===== config.mk =====
export PLATFORM = sky130hd
export DESIGN_NAME = cache_fill_fsm
export DESIGN_NICKNAME = d
export VERILOG_FILES = /design/src/rtl/cache_fill_fsm_pkg.sv /design/src/rtl/cache_fill_fsm_counter.sv /design/src/rtl/cache_fill_fsm.sv
export SDC_FILE = /design/constraint.sdc
export NUM_CORES = 1
export LEC_CHECK = 0
export BUFFER_PORTS_ARGS = -buffer_cell sky130_fd_sc_hd__buf_4
export CELL_PAD_IN_SITES_DETAIL_PLACEMENT = 0
export CELL_PAD_IN_SITES_GLOBAL_PLACEMENT = 1
export CORE_MARGIN = 2
export CORE_UTILIZATION = 28
export DETAILED_ROUTE_END_ITERATION = 8
export GPL_ROUTABILITY_DRIVEN = 0
export PLACE_DENSITY = 0.82
export SETUP_SLACK_MARGIN = 0.5
export SYNTH_ARGS = -nofsm -noshare
export SYNTH_HDL_FRONTEND = slang
export SYNTH_HIERARCHICAL = 1
export SYNTH_SLANG_ARGS = --single-unit

===== constraint.sdc =====
create_clock -name clk -period 2 [get_ports clk]
set_clock_uncertainty 0.15 [all_clocks]
set_input_delay 0 -clock clk [delete_from_list [all_inputs] [get_ports clk]]
set_output_delay 0 -clock clk [all_outputs]
set_load 0.005 [all_outputs]

===== src/rtl/cache_fill_fsm_pkg.sv =====
// cache_pkg: shared state type, block geometry and address helper for the cache fill controller
package cache_pkg;
    typedef enum logic [1:0] {IDLE, FILL, DONE} state_e;
    localparam int ARCH_W = 16;
    localparam int BLOCK_OFFSET_BITS = 4;
    localparam int WORD_IDX_BITS = 3;
    function automatic logic [ARCH_W-1:0] block_base(input logic [ARCH_W-1:0] addr);
        return {addr[ARCH_W-1:BLOCK_OFFSET_BITS], {BLOCK_OFFSET_BITS{1'b0}}};
    endfunction
endpackage


===== src/rtl/cache_fill_fsm_counter.sv =====
// fill_counter: up-counter with enable, synchronous clear and terminal-count flag
module fill_counter #(
    parameter int W = 4,
    parameter int MAX = 8
) (
    input  logic         clk,
    input  logic         rst,
    input  logic         clr_i,
    input  logic         en_i,
    output logic [W-1:0] cnt_o,
    output logic         term_o
);
    logic [W-1:0] cnt_q, cnt_d;
    // clear wins over enable so a finishing block restarts at zero
    always_comb cnt_d = clr_i ? '0 : en_i ? cnt_q + W'(1) : cnt_q;
    // count register
    always_ff @(posedge clk) cnt_q <= rst ? '0 : cnt_d;
    assign cnt_o  = cnt_q;
    assign term_o = cnt_q == W'(MAX);
endmodule


===== src/rtl/cache_fill_fsm.sv =====
// cache_fill_fsm: L1 miss handler that stalls, streams one block from memory, writes the tag and
// emits per-access stat pulses. Define FILL_PERF_EN to add miss_cycles (saturating non-IDLE cycle count).
module cache_fill_fsm
    import cache_pkg::*;
#(
    parameter int ARCH_WIDTH = ARCH_W,
    parameter int WORDS_PER_BLOCK = 8,
    parameter int MEM_LATENCY = 4
) (
    input  logic                               clk,
    input  logic                               rst,
    input  logic                               req_valid,
    input  logic [ARCH_WIDTH-1:0]              req_addr,
    input  logic                               tag_hit,
    output logic                               stall,
    output logic                               mem_en,
    output logic [ARCH_WIDTH-1:0]              mem_addr,
    input  logic                               mem_data_valid,
    input  logic [ARCH_WIDTH-1:0]              mem_data_out,
    output logic                               fill_we,
    output logic [$clog2(WORDS_PER_BLOCK)-1:0] fill_idx,
    output logic [ARCH_WIDTH-1:0]              fill_data,
    output logic                               tag_we,
`ifdef FILL_PERF_EN
    output logic [15:0]                        miss_cycles,
`endif
    output logic                               stat_req,
    output logic                               stat_hit
);
    localparam int IW = $clog2(WORDS_PER_BLOCK);

    if (ARCH_WIDTH != ARCH_W || WORDS_PER_BLOCK != (1 << WORD_IDX_BITS) || MEM_LATENCY < 1) begin : g_cfg_err
        $error("cache_fill_fsm: unsupported configuration");
    end

    state_e                state_q, state_d;
    logic [ARCH_WIDTH-1:0] base_q, base_d;
    logic                  replay_q, replay_d;
    logic [IW:0]           issue_cnt;
    logic [IW-1:0]         recv_cnt;
    logic                  issue_term, recv_term, miss, clr;

    assign miss = req_valid & ~tag_hit;
    assign clr  = state_q == DONE;

    fill_counter #(.W(IW + 1), .MAX(WORDS_PER_BLOCK)) u_issue (
        .clk(clk), .rst(rst), .clr_i(clr), .en_i(mem_en), .cnt_o(issue_cnt), .term_o(issue_term)
    );
    fill_counter #(.W(IW), .MAX(WORDS_PER_BLOCK - 1)) u_recv (
        .clk(clk), .rst(rst), .clr_i(clr), .en_i(fill_we), .cnt_o(recv_cnt), .term_o(recv_term)
    );

    // next state and outputs; reset forces every output low in the same cycle
    always_comb begin
        state_d   = state_q;
        base_d    = base_q;
        replay_d  = replay_q;
        stall     = 1'b0;
        mem_en    = 1'b0;
        mem_addr  = '0;
        fill_we   = 1'b0;
        fill_idx  = '0;
        fill_data = '0;
        tag_we    = 1'b0;
        stat_req  = 1'b0;
        stat_hit  = 1'b0;
        case (state_q)
            IDLE: begin
                stall    = miss;
                stat_req = req_valid & ~replay_q;
                stat_hit = req_valid & tag_hit & ~replay_q;
                replay_d = 1'b0;
                state_d  = miss ? FILL : IDLE;
                base_d   = miss ? block_base(req_addr) : base_q;
            end
            FILL: begin
                stall     = 1'b1;
                mem_en    = ~issue_term;
                mem_addr  = mem_en ? base_q + ARCH_WIDTH'({issue_cnt, 1'b0}) : '0;
                fill_we   = mem_data_valid;
                fill_idx  = fill_we ? recv_cnt : '0;
                fill_data = fill_we ? mem_data_out : '0;
                state_d   = (mem_data_valid && recv_term) ? DONE : FILL;
            end
            DONE: begin
                stall    = 1'b1;
                tag_we   = 1'b1;
                replay_d = 1'b1;
                state_d  = IDLE;
            end
            default: state_d = IDLE;
        endcase
        if (rst) begin
            stall     = 1'b0;
            mem_en    = 1'b0;
            mem_addr  = '0;
            fill_we   = 1'b0;
            fill_idx  = '0;
            fill_data = '0;
            tag_we    = 1'b0;
            stat_req  = 1'b0;
            stat_hit  = 1'b0;
        end
    end

    // state, latched block base and replay flag
    always_ff @(posedge clk) begin
        if (rst) begin
            state_q  <= IDLE;
            base_q   <= '0;
            replay_q <= 1'b0;
        end else begin
            state_q  <= state_d;
            base_q   <= base_d;
            replay_q <= replay_d;
        end
    end

`ifdef FILL_PERF_EN
    logic [15:0] miss_cycles_q, miss_cycles_d;
    assign miss_cycles_d = (state_q != IDLE && miss_cycles_q != 16'hFFFF) ? miss_cycles_q + 16'd1 : miss_cycles_q;
    // saturating count of cycles spent outside IDLE
    always_ff @(posedge clk) miss_cycles_q <= rst ? '0 : miss_cycles_d;
    assign miss_cycles = miss_cycles_q;
`endif
endmodule


# Yosys cells after proc, flatten, opt, wreduce, memory -nomap -nowiden
# Cells that the tools add are included.
# word_totals
ff_bits	22
in_bits	37
output_inout_bits	41
wordCells	50
# op_classes
n_addsub	3
n_eq_ne	4
muxes	25
bitwise	7
reduce_logical	6
# ops
cell	count
$mux 16	6
$add 16x5->16	1
$mux 1	12
$mux 3	3
$add 4x1->4 const B	1
$and 1x1->1	4
$eq 4x4->1 const B	1
$pmux 1 s2	2
$pmux 2 s2	1
$reduce_or 2->1	2
$add 3x1->3 const B	1
$eq 3x3->1 const B	1
$not 1->1	3
$eq 2x1->1 const B	1
$eq 2x2->1 const B	1
$logic_not 2->1	1
$mux 2	1
$reduce_and 2->1	1
$reduce_bool 2->1	1
$logic_and 1x1->1	1

# Depth between registers and ports, before layout
# logic_depth
word_depth	4
ltp_mapped	9

# Hierarchy
# The synthesis kept the hierarchy.
# by_module_without_submodules
mod	instances	cells_each	area_per_inst_um2
cache_fill_fsm	1	155	1134.8
fill_counter at u_issue	1	21	206.4
fill_counter at u_recv	1	11	133.9

# Worst setup path after synthesis
# OpenSTA, ideal clock, no wires.
# synth_timing
path_type	register to register
start	register u_issue.cnt_q[0], in the netlist u_issue/cnt_o[0]
end	register u_issue.cnt_q[3], in the netlist u_issue/cnt_o[3]
setup_ps	123
arrival_ps	1799
path_slack_ps	-72
stages_incl_launch_ff	10
cell_sequence	dfxtp_1 -> inv_1 -> ha_1 -> and3b_1 -> or3b_1 -> buf_6 -> clkinv_4 -> buf_8 -> nand4_1 -> mux2_1
# synth_between
elab_chain_cells	4
word_cells_on_any_way	5
# synth_lines
item	line_no	rtl
start: declaration	cache_fill_fsm_counter.sv:13	logic [W-1:0] cnt_q, cnt_d;
start signal: assignment	cache_fill_fsm_counter.sv:17	always_ff @(posedge clk) cnt_q <= rst ? '0 : cnt_d;
$eq 4x4->1	cache_fill_fsm_counter.sv:19	assign term_o = cnt_q == W'(MAX);
via issue_term	cache_fill_fsm.sv:41	logic issue_term, recv_term, miss, clr;
$not 1->1	cache_fill_fsm.sv:78	mem_en = ~issue_term;
$mux 1	cache_fill_fsm.sv:67	case (state_q)
$mux 1	cache_fill_fsm.sv:93	if (rst) begin
via mem_en	cache_fill_fsm.sv:16	output logic mem_en,
# The timed path passes the listed nets, and every way through them passes these cells.
# A chain may end at the register's enable or synchronous reset.

# Worst setup path in the final report
# layout_timing
start	register u_issue.cnt_q[1], in the netlist u_issue/cnt_o[1]
end	output mem_addr[12]
# layout_between
elab_chain_cells	4
word_cells_on_any_way	5
# layout_lines
item	line_no	rtl
$eq 4x4->1	cache_fill_fsm_counter.sv:19	
via issue_term	cache_fill_fsm.sv:41	
$mux 16	cache_fill_fsm.sv:79	mem_addr = mem_en ? base_q + ARCH_WIDTH'({issue_cnt, 1'b0}) : '0;
$mux 16	cache_fill_fsm.sv:67	
$mux 16	cache_fill_fsm.sv:93	
end: declaration	cache_fill_fsm.sv:17	output logic [ARCH_WIDTH-1:0] mem_addr,
# The timed path passes the listed nets, and every way through them passes these cells.

==> flow_summary.ini <==
[status]
status = finished, violations left
violations = setup timing

[logic_synthesis]
yosysTopAreaCellShare_pct = 29.9
synth_flop_cell = dfxtp_1
netlist_area_sq_um = 1480
synthArstFlopShare_pct = 0
synth_seq_cells = 22
syn_nets = 234
synth-edff-count = 0
ys_seq_area_share_pct = 29.9
ys_types = 37
ys_warn_count = 6
synth_cells = 187
synth.area.top_cells = dfxtp_1 (30%), and2_1 (11%), ha_1 (8.5%), nand2_1 (7.9%), a21oi_1 (6.1%)
synth_top_area_cell = dfxtp_1
synth_area_per_cell_sq_um = 7.89

[pwr]
p_leak_nw = 1.07
switching_share_pct = 24.2
peakVddDrop_uv = 238
pwr-share-seq_pct = 50.1
power_density_nw_per_um2 = 382
combPwrFrac_pct = 21.6
switchingPower_w = 0.000226
intPower_w = 0.000707
pwr-share-clk_pct = 28.3

[worst_setup_path]
cp-start-kind = flop
critPathCaptureType = output pin
cp.required_ns = 1.85
cp_slowest_cell = or3b_4
path_class = reg2out
worst-path-max-fanout = 6
cpPeakStageDelay_ns = 0.41
crit_chain = inv_2 -> ha_2 -> and3b_1 -> or3b_4 -> clkinv_4 -> nand2b_1 -> o41ai_2 -> buf_4
crit_arrival_ns = 1.86

[worst_hold_path]
worst_hold_path_type = in2reg

[drt]
ant_nets = 0
drt_wl_total_microns = 3780
vias = 1532
vias_per_cell = 4.38
wl_per_cell_microns = 10.8
drc = 0
firstDrtPassIters = 4
drt-initial-drc-count = 68

[timing]
layout_setup_ws_ns = -0.0112
final_max_slew_viol_count = 0
worst_pin_slew_ns = 0.658
slew_headroom_pct = 56.0
hold_viol = 0
fmax_mhz = 497
period_needed_ns = 2.01
timing.final.crit_share_pct = 101
rsz0062_at_grt = true
setup_viol = 1

[finish]
layout_common_cells = buf_4 (83), nand2_1 (30), and2_1 (24)
drive_above_1_share_pct = 44.3
final_common_cell = buf_4
syn2layout_area_growth_pct = 65.5
fin_nets = 329
final_cells = 350
num_antenna_cells = 0

[global_routing]
grt_pass1_wl_microns = 6200
antenna_found_initial = 0
grt_max_degree = 18
grt.overflow.total = 0
grt_use_total_pct = 12.5
grt_pass1_vias = 1435

[clock_tree]
cts_buffers = 3
cts_max_level = 1
path_clk_slew_ns = 0.07
cts_root_buf = clkbuf_8
cts_tree = done
cts.sinks = 22
clock_latency_ns = 0.25
cts_buffer_depth = 2

[place]
dp_slack_ns = 0.0640
portBuffers = 72
hpwl_microns = 2720
dp_cells = 323

[floorplanning]
core_sq_um = 5110
io_pins = 78
die_y_microns = 76.6
placementRows = 26
initial_core_util_pct = 28.9
design.die.area_sq_um = 5870
die_w_microns = 76.6

[run]
maxCapViolations = 0
synthesized netlist by cell type, drive strengths merged, types with 2 or more instances:
cell type and n:
nor3 6, or4 2, inv 9, ha 10, nand2b 4, and3b 3, xnor2 3, xor2 3
o31ai 2, mux2i 5, nor4 2, o41ai 2, clkbuf 5, and2 25, dfxtp 22, o311ai 2
a21oi 18, nand3b 2, nand3 2, nand4 4, nand2 31, nor2 9, buf 6
cell families (layout without fill, tap and decap cells):
kind of cell | count (synthesis) | count (layout) | share of synthesized area [%]
and+or+nand+nor | 95 | 95 | 34.3
AOI/OAI and AO/OA | 26 | 26 | 11.5
DFF | 22 | 22 | 29.9
buffers and inverters | 21 | 114 | 7.89
adders and majority gates | 10 | 10 | 8.48
xor gates and xnor gates | 6 | 6 | 3.56
muxes | 6 | 6 | 4.16
other | 1 | 1 | 0.254
layer usage:
metal / vias up / part of all wire, % / GRT usage (%)
met5: - / 0 / 0
li1: 810 / - / -
met2: 43 / 49 / 22.8
met3: 2 / 4.2 / 1.66
met1: 677 / 46 / 15.7
met4: 0 / 0.48 / 2.18
critical path, delay by kind of cell, from the launching register on:
kind | cells | cell delay (ns)
AND/OR/NAND/NOR | 3 | 0.62
flip-flops | 1 | 0.34
buffers and inverters | 3 | 0.28
AO/OA/AOI/OAI | 1 | 0.21
adder cells (fa/ha/maj) | 1 | 0.16
through the flow:
| stage | TNS [ns] | total power [W] | hold WS [ns] | utilization, % | area (sq um) |
|---|---|---|---|---|---|
| final | -0.0112 | 0.000933 | 0.0292 | 47.8 | 2440 |
| after global routing | -0.778 | 0.000983 | 0.100 | 47.8 | 2440 |
| after CTS | -0.0315 | 0.000937 | 0.0301 | 46.2 | 2360 |
| after detailed placement | 0 | 0.000632 | 0.106 | 40.6 | 2070 |
| after global placement | 0 | 0.000630 | 0.0997 | 40.6 | 2070 |
| after floorplan | -0.00688 | 0.000554 | -0.0791 | - | 1480 |
sequential cells by signal, summed over array words and instances, names as in the netlist:
register / flops
base_q: 12
replay_q: 1
state_q: 2
u_issue/cnt_o: 4
u_recv/cnt_o: 3
power groups by stage:
stage	combinational, W	clock, W	sequential [W]
after global placement	0.000151	0	0.000479
after floorplan	0.0000774	0	0.000476
after CTS	0.000194	0.000275	0.000468
after global routing	0.000222	0.000292	0.000470
final	0.000201	0.000264	0.000467
after detailed placement	0.000152	0	0.000479
timing repair:
item                                    4_1_cts  5_1_grt
gates resized for setup                      13       19
endpoints found under the setup margin       59       59
pin swaps                                     4        2
cloned                                        1        0
hold buffers                                 15        0
buffers inserted                              6        2
endpoints found under the hold margin        17        0
layout make-up:
cell class                 instances  area [sq um]
sequential                        22           454
timing repair inverter             1          5.00
timing repair buffer             100           808
tap                               70          87.6
inverter                          10          42.5
multi-input combinational        144          1000
clock buffer                       3          41.3
fill                             510          2670
path summary, 6_finish.rpt:
kind                    startpoint                to  slack (ns)  cells after the start
hold reg to reg         base_q[15]        base_q[15]        0.31                      2
setup / recovery  u_issue/cnt_o[1]      mem_addr[12]       -0.01                      8
setup reg to reg  u_issue/cnt_o[1]  u_issue/cnt_o[3]        0.14                      7
hold / removal                 rst  u_issue/cnt_o[3]        0.03                      3
No activity file was read; power rests on OpenSTA's default activity.
